### src/rtl/shift_add_multiplier.sv
// Sequential unsigned radix-2 shift-add multiplier: SIZE x SIZE -> 2*SIZE product.
// Latency SIZE+1 edges (1 edge for a zero operand); start is ignored while a multiply is running.

module shift_add_multiplier_ctrl (
  input  logic clk,
  input  logic reset,
  input  logic start,
  input  logic zero_op,
  input  logic last_step,
  output logic load,
  output logic load_zero,
  output logic step,
  output logic finish,
  output logic done
);
  typedef enum logic [1:0] {IDLE, CALC, DONE} state_t;
  state_t state_q, state_d;
  logic accept;

  always_ff @(posedge clk) begin
    if (!reset) state_q <= IDLE;
    else        state_q <= state_d;
  end

  always_comb begin
    state_d   = state_q;
    accept    = 1'b0;
    load      = 1'b0;
    load_zero = 1'b0;
    step      = 1'b0;
    finish    = 1'b0;
    case (state_q)
      IDLE, DONE: begin
        accept = start;
        if (start) begin
          load      = !zero_op;
          load_zero = zero_op;
          state_d   = zero_op ? DONE : CALC;
        end
      end
      CALC: begin
        step = 1'b1;
        if (last_step) begin
          finish  = 1'b1;
          state_d = DONE;
        end
      end
      default: state_d = IDLE;
    endcase
  end

  // done comes straight off the state register, so no input reaches it combinationally
  assign done = (state_q == DONE);
endmodule

module shift_add_multiplier_dp #(
  parameter int SIZE = 32
) (
  input  logic            clk,
  input  logic            reset,
  input  logic [SIZE-1:0] multiplicand,
  input  logic [SIZE-1:0] multiplier,
  input  logic            load,
  input  logic            load_zero,
  input  logic            step,
  input  logic            finish,
  output logic            zero_op,
  output logic            last_step,
  output logic            overflow,
  output logic [SIZE-1:0] product_hi,
  output logic [SIZE-1:0] product_lo
);
  localparam int CW = $clog2(SIZE + 1);

  logic [SIZE-1:0] mcand_q, acc_q, mplier_q;
  logic [CW-1:0]   cnt_q;
  logic [SIZE:0]   sum;
  logic [SIZE-1:0] acc_d, mplier_d;

  assign zero_op   = (multiplicand == '0) || (multiplier == '0);
  assign last_step = (cnt_q == CW'(1));

  // The carry out of the add lands in the accumulator MSB after the shift.
  always_comb begin
    sum      = {1'b0, acc_q} + (mplier_q[0] ? {1'b0, mcand_q} : {(SIZE+1){1'b0}});
    acc_d    = sum[SIZE:1];
    mplier_d = {sum[0], mplier_q[SIZE-1:1]};
  end

  always_ff @(posedge clk) begin
    if (!reset) begin
      mcand_q    <= '0;
      acc_q      <= '0;
      mplier_q   <= '0;
      cnt_q      <= '0;
      overflow   <= 1'b0;
      product_hi <= '0;
      product_lo <= '0;
    end else begin
      if (load) begin
        mcand_q  <= multiplicand;
        mplier_q <= multiplier;
        acc_q    <= '0;
        cnt_q    <= CW'(SIZE);
      end else if (step) begin
        acc_q    <= acc_d;
        mplier_q <= mplier_d;
        cnt_q    <= cnt_q - CW'(1);
      end
      if (load_zero) begin
        product_hi <= '0;
        product_lo <= '0;
        overflow   <= 1'b0;
      end else if (finish) begin
        product_hi <= acc_d;
        product_lo <= mplier_d;
        overflow   <= (acc_d != '0);
      end
    end
  end
endmodule

module shift_add_multiplier #(
  parameter int SIZE = 32
) (
  input  logic            clk,
  input  logic            reset,
  input  logic            start,
  input  logic [SIZE-1:0] multiplicand,
  input  logic [SIZE-1:0] multiplier,
  output logic            done,
  output logic            overflow,
  output logic [SIZE-1:0] product_hi,
  output logic [SIZE-1:0] product_lo
);
  logic zero_op, last_step, load, load_zero, step, finish;

  shift_add_multiplier_ctrl u_ctrl (
    .clk       (clk),
    .reset     (reset),
    .start     (start),
    .zero_op   (zero_op),
    .last_step (last_step),
    .load      (load),
    .load_zero (load_zero),
    .step      (step),
    .finish    (finish),
    .done      (done)
  );

  shift_add_multiplier_dp #(.SIZE(SIZE)) u_dp (
    .clk          (clk),
    .reset        (reset),
    .multiplicand (multiplicand),
    .multiplier   (multiplier),
    .load         (load),
    .load_zero    (load_zero),
    .step         (step),
    .finish       (finish),
    .zero_op      (zero_op),
    .last_step    (last_step),
    .overflow     (overflow),
    .product_hi   (product_hi),
    .product_lo   (product_lo)
  );
endmodule

### config.mk
export PLATFORM = sky130hd
export DESIGN_NAME = shift_add_multiplier
export DESIGN_NICKNAME = d
export VERILOG_FILES = /design/src/rtl/shift_add_multiplier.sv
export SDC_FILE = /design/constraint.sdc
export NUM_CORES = 1
export LEC_CHECK = 0
export ABC_AREA = 0
export BUFFER_PORTS_ARGS = -buffer_cell sky130_fd_sc_hd__buf_2
export CORE_MARGIN = 2
export CORE_UTILIZATION = 40
export DETAILED_ROUTE_END_ITERATION = 10
export HOLD_SLACK_MARGIN = 0.1
export PLACE_DENSITY = 0.7
export RECOVER_POWER = 25
export SLEW_MARGIN = 10
export SYNTH_ARGS = -nofsm -noshare
export SYNTH_HDL_FRONTEND = slang
export SYNTH_SLANG_ARGS = --single-unit
### constraint.sdc
create_clock -name clk -period 3.4 [get_ports clk]
set_input_delay 0.85 -clock clk [delete_from_list [all_inputs] [get_ports clk]]
set_output_delay 0.85 -clock clk [all_outputs]
set_load 0.02 [all_outputs]
* After elaboration in Yosys (flattened, before gate mapping) *
Index checks and enable logic that the tools add are counted.

word-level totals
  register bits after elaboration = 169
  input bits = 67
  word-level logic and storage cells = 44

operators by class
  add/subtract/negate cells = 2
  equality and inequality tests = 5
  muxes and demuxes = 16
  bitwise logic cells = 1
  reduce and logical (&&, ||, !) cells = 11

operators by type and width
  cell                   count
  $mux W32               3
  $logic_not A32 Y1      2
  $add A32 B33 Y33       1
  $reduce_bool A32 Y1    1
  $mux W6                2
  $mux W1                7
  $eq A6 B1 Y1 const B   1
  $mux W2                3
  $reduce_or A2 Y1       3
  $sub A6 B1 Y6 const B  1
  $ne A2 B2 Y1 const B   2
  $pmux W2 S2            1
  $eq A2 B1 Y1 const B   1
  $eq A2 B2 Y1 const B   1
  $logic_not A2 Y1       1
  $reduce_and A2 Y1      1
  $reduce_bool A2 Y1     1
  $logic_not A1 Y1       1
  $logic_or A1 B1 Y1     1
  $not A1 Y1             1

* Depth between registers and ports, before layout *
  depth in word-level cells = 6
  mapped depth = 14
  mapped depth without buffers = 13

* Cells and area by module *
Synthesis repeated with hierarchy kept, for this count alone.

unflattened totals
  cells, all modules = 980
  area total of the unflattened synthesis = 8,738.4 um2

by module, submodules not included
  module                     times used  cells an instance  area each (um2)  sequential area each (um2)
  shift_add_multiplier_dp    1           968                8,608.3          3,343.2
  shift_add_multiplier_ctrl  1           12                 130.1            40.0

* Least setup slack after synthesis *
Ideal clock, no wire load.

  kind = register to register
  from = reg u_dp.mplier_q[0]
  to = reg u_dp.overflow
  arrival time = 3.309 ns
  slack = -0.029 ns
  cell stages (with the launch flop) = 15
  path buffers = 2
  cells stage by stage = dfxtp_1 -> clkbuf_1 -> and2_1 -> ha_1 -> buf_4 -> nand2_2 -> or4_4 -> or4_4 -> o221ai_2 -> a41oi_1 -> xor2_1 -> nand2_1 -> nor4b_2 -> nand4b_1 -> o31a_1

between the ends
  cells in the longest elaborated chain, start to end = 3

RTL lines
  what                    RTL line  RTL
  start, declared         75        logic [SIZE-1:0] mcand_q, acc_q, mplier_q;
  start signal, assigned  102       mplier_q <= multiplier;
  start signal, assigned  107       mplier_q <= mplier_d;
  $mux W32                85        sum = {1'b0, acc_q} + (mplier_q[0] ? {1'b0, mcand_q} : {(SIZE+1){1'b0}});
  $add A32 B33 Y33        85
  $reduce_bool A32 Y1     117       overflow <= (acc_d != '0);
  end signal, assigned    117
  end, declared           69        output logic overflow,

No other way between the ends.
A chain may end at the register's enable or synchronous reset.

* Worst setup path in the final report *
Ends and elaborated chain as after synthesis.

==> summary.txt <==
Row Count - 52
ant diodes - 0
length in cells of the worst reg-to-reg path - 13
CP endpoint kind - flip-flop
clock slew at reported path FFs - 0.07 ns
Core ar. - 0.0204 mm^2
Max-cap violations - 0
main combinational cell family by area after synthesis - compound AO/OA/AOI/OAI gates
violated checks - negative setup slack
Setup CP Type - reg2reg
most common cell after layout, fill and taps aside - nand2_1
first-pass GRT wire length - 40.1 mm
dpl cells - 1516
final setup fails - 1
total power - 4.60 mW
final hold violations - 0
synthesized instance count - 1055
WP data arrival - 3.76 ns
GRT overflow - 0
Async SR Flop Fraction - 0%
Final GP Congestion - 0.942
post-synthesis xor/xnor area fraction - 3.65%
FF-to-FF End - u_dp.overflow
Post-Synth Adder-Cell Area - 5.33%
M1 wire length - 11.6 mm
die width - 149 um
status - complete, but fails checks
Seq/Total Area, Yosys - 40.5%
Net Count, Synth - 1157
starting density of the core - 41.0%
CP startpoint - u_dp.mplier_q[0]
RSZ-0062 raised after global routing - true
CP Launch Type - flip-flop
nets@finish - 1371
reg2reg setup slack - -0.04 ns
fmax - 0.291 GHz
dpl ws - -0.0831 ns
clk_lat worst skew - 0.44 ns
hold path endpoint - u_dp.product_lo[8]
worst r2r src - u_dp.mplier_q[0]
IO buf count - 132
design area - 0.0109 mm^2
hold wc startpoint - u_dp.product_lo[8]
drt wl/cell - 16.1 um
die area - 0.0221 mm^2
Num Clock Sinks - 169
Synth Area in Compound Gates - 23.4%
Power Dens Cells - 422 mW/mm^2
syn avg cell area - 7.92 um^2
Hold Path Stages - 2
minimum clock period - 3.44 ns
vias after detailed routing - 8226
top_reg_cell synth - dfxtp_1
Final Worst Setup Slack - -0.0355 ns
EDFF count, synth - 0
initial antenna violation count - 1
I/O pins - 133
area of the multi-input gates - 0.00489 mm^2
YS warnings - 0
Worst-Margin Slew - 0.792 ns
TritonCTS clock tree - built
worst-case clock skew - 0.0117 ns
mux cell area share after synthesis - 0.120%
post-layout util - 53.6%
CP Max Fanout - 7
Top Layer Used - met5
Fill cells - 1974
Post-Route WL - 25.0 mm
Worst Hold Class - reg2reg
via/cell ratio - 5.30
H-tree levels - 4
#FFs+latches synth - 169
clk buf depth - 2
hold buffer count at CTS - 0
Die Y - 149 um
Worst IR Drop VDD - 0.000355 V
Tot GR Track Use - 22.6%
Num CTS Buffers - 17
post-DP HPWL - 17.9 mm
Post-Syn Area - 0.00836 mm^2
Critical Path RT - 3.73 ns
Root Driver - clkbuf_16
First-pass DRT Iterations - 5
DRC viols - 0
storage element area - 0.00339 mm^2
commonest non-fill, non-tap cells in the layout - nand2_1 (279), dfxtp_1 (168), buf_4 (123)
final cycle utilization of the critical path - 101%
Detailed Route Iter0 Violations - 507
DRT antenna net count - 0
dpl cell area - 0.0101 mm^2
slew margin rel. - 47.2%
vias in the first global route - 8069
fraction of layout cells with a size suffix above 1 - 22.4%
Synth cell types - 61
Finished Layout Cells - 1552
Synth Area in Simple Gates - 23.2%
Layout area overhead - 30.5%
met2 wire len - 11.3 mm
met3 wire length - 1.19 mm
largest net degree at the start of global routing - 73
Slew Viols, Final - 0
leakage - 4.27 nW
==> metrics by stage <==
stage          TNS (ns)  hold WS [ns]
2_1_floorplan         0         0.439
3_3_place_gp          0         0.439
3_5_place_dp    -0.0831         0.443
4_1_cts         -0.0109         0.453
5_1_grt          -0.646         0.474
6_report        -0.0355         0.455
==> flip-flops by register name (all words and copies together), names as in the netlist <==
name / flops
u_dp.acc_q: 32
u_dp.mcand_q: 32
u_dp.mplier_q: 32
u_dp.product_hi: 32
u_dp.product_lo: 32
u_dp.cnt_q: 6
u_ctrl.state_q: 2
u_dp.overflow: 1
==> repair_timing <==
item | in CTS | in global routing
pin swaps | 6 | 6
setup endpoints to repair | 3 | 5
gates resized for setup | 24 | 12
setup buffers | 3 | 1
==> area by class of cell <==
class                      instances  share of cell area [%]
clock buffer                      17                    3.90
tap                              270                    3.10
sequential                       169                    31.1
multi-input combinational        811                    44.8
clock inverter                    15                    1.90
inverter                           9                   0.310
timing repair buffer             261                    14.9
==> Yosys cell counts (all sizes together) (2+ instances only) <==
cell,count,area (um^2)
nand2,283,1070
dfxtp,169,3380
a21oi,112,561
a21boi,67,503
clkbuf,56,210
nor2,46,173
and2,38,239
ha,34,425
a22oi,33,248
o21ai,25,125
a211oi,21,158
xnor2,21,191
nor4,18,113
xor2,13,114
a21o,12,91.3
buf,10,71.3
nand3,10,50.1
nand4,10,62.6
inv,9,33.8
a31oi,6,43.8
and3,5,31.3
nor3,5,25.0
o211ai,5,37.5
o21a,4,30.0
o21bai,4,30.0
or3,4,25.0
nand2b,3,18.8
nor2b,3,18.8
or4,3,30.0
a221oi,2,17.5
nand3b,2,15.0
nand4b,2,17.5
nor4b,2,23.8
o221a,2,22.5
o221ai,2,23.8
==> routing by layer <==
metal	vias to the layer above	GRT usage [%]
li1	4089	-
met1	3850	29.7
met2	233	36.4
met3	52	4.48
met4	2	9.67
met5	-	0
==> worst max-delay path, cell delays in order (launching register included) <==
cell,delay (ns)
dfxtp_4,0.37
buf_6,0.14
and2_4,0.14
ha_4,0.27
nand2_1,0.08
or4_4,0.49
or4_4,0.44
o221ai_4,0.20
a41oi_2,0.16
xor2_1,0.23
nand2_1,0.11
nor4b_2,0.29
nand4b_1,0.14
o31a_1,0.26
==> worst max path at each step <==
stage                     slack, ns       endpoint
after floorplan             0.00006  u_dp.overflow
after global placement         0.02  u_dp.overflow
after detailed placement      -0.08  u_dp.overflow
after CTS                     -0.01  u_dp.overflow
after global routing          -0.20  u_dp.overflow
final                         -0.04  u_dp.overflow
==> power breakdown <==
| group | internal, mW | leakage, nW | switching (mW) | total (mW) |
|---|---|---|---|---|
| Combinational | 0.190 | 2.59 | 0.278 | 0.468 |
| Sequential | 2.05 | 1.37 | 0.0504 | 2.10 |
| Clock | 1.03 | 0.302 | 1.01 | 2.03 |
| Total | 3.26 | 4.27 | 1.34 | 4.60 |
==> cells by family after synthesis <==
group | count (synthesis)
AOI/OAI and AO/OA | 303
xor gates and xnor gates | 34
adders and majority gates | 35
buffers and inverters | 75
DFF | 169
muxes | 1
and+or+nand+nor | 438
No activity file was read; power rests on OpenSTA's default activity.
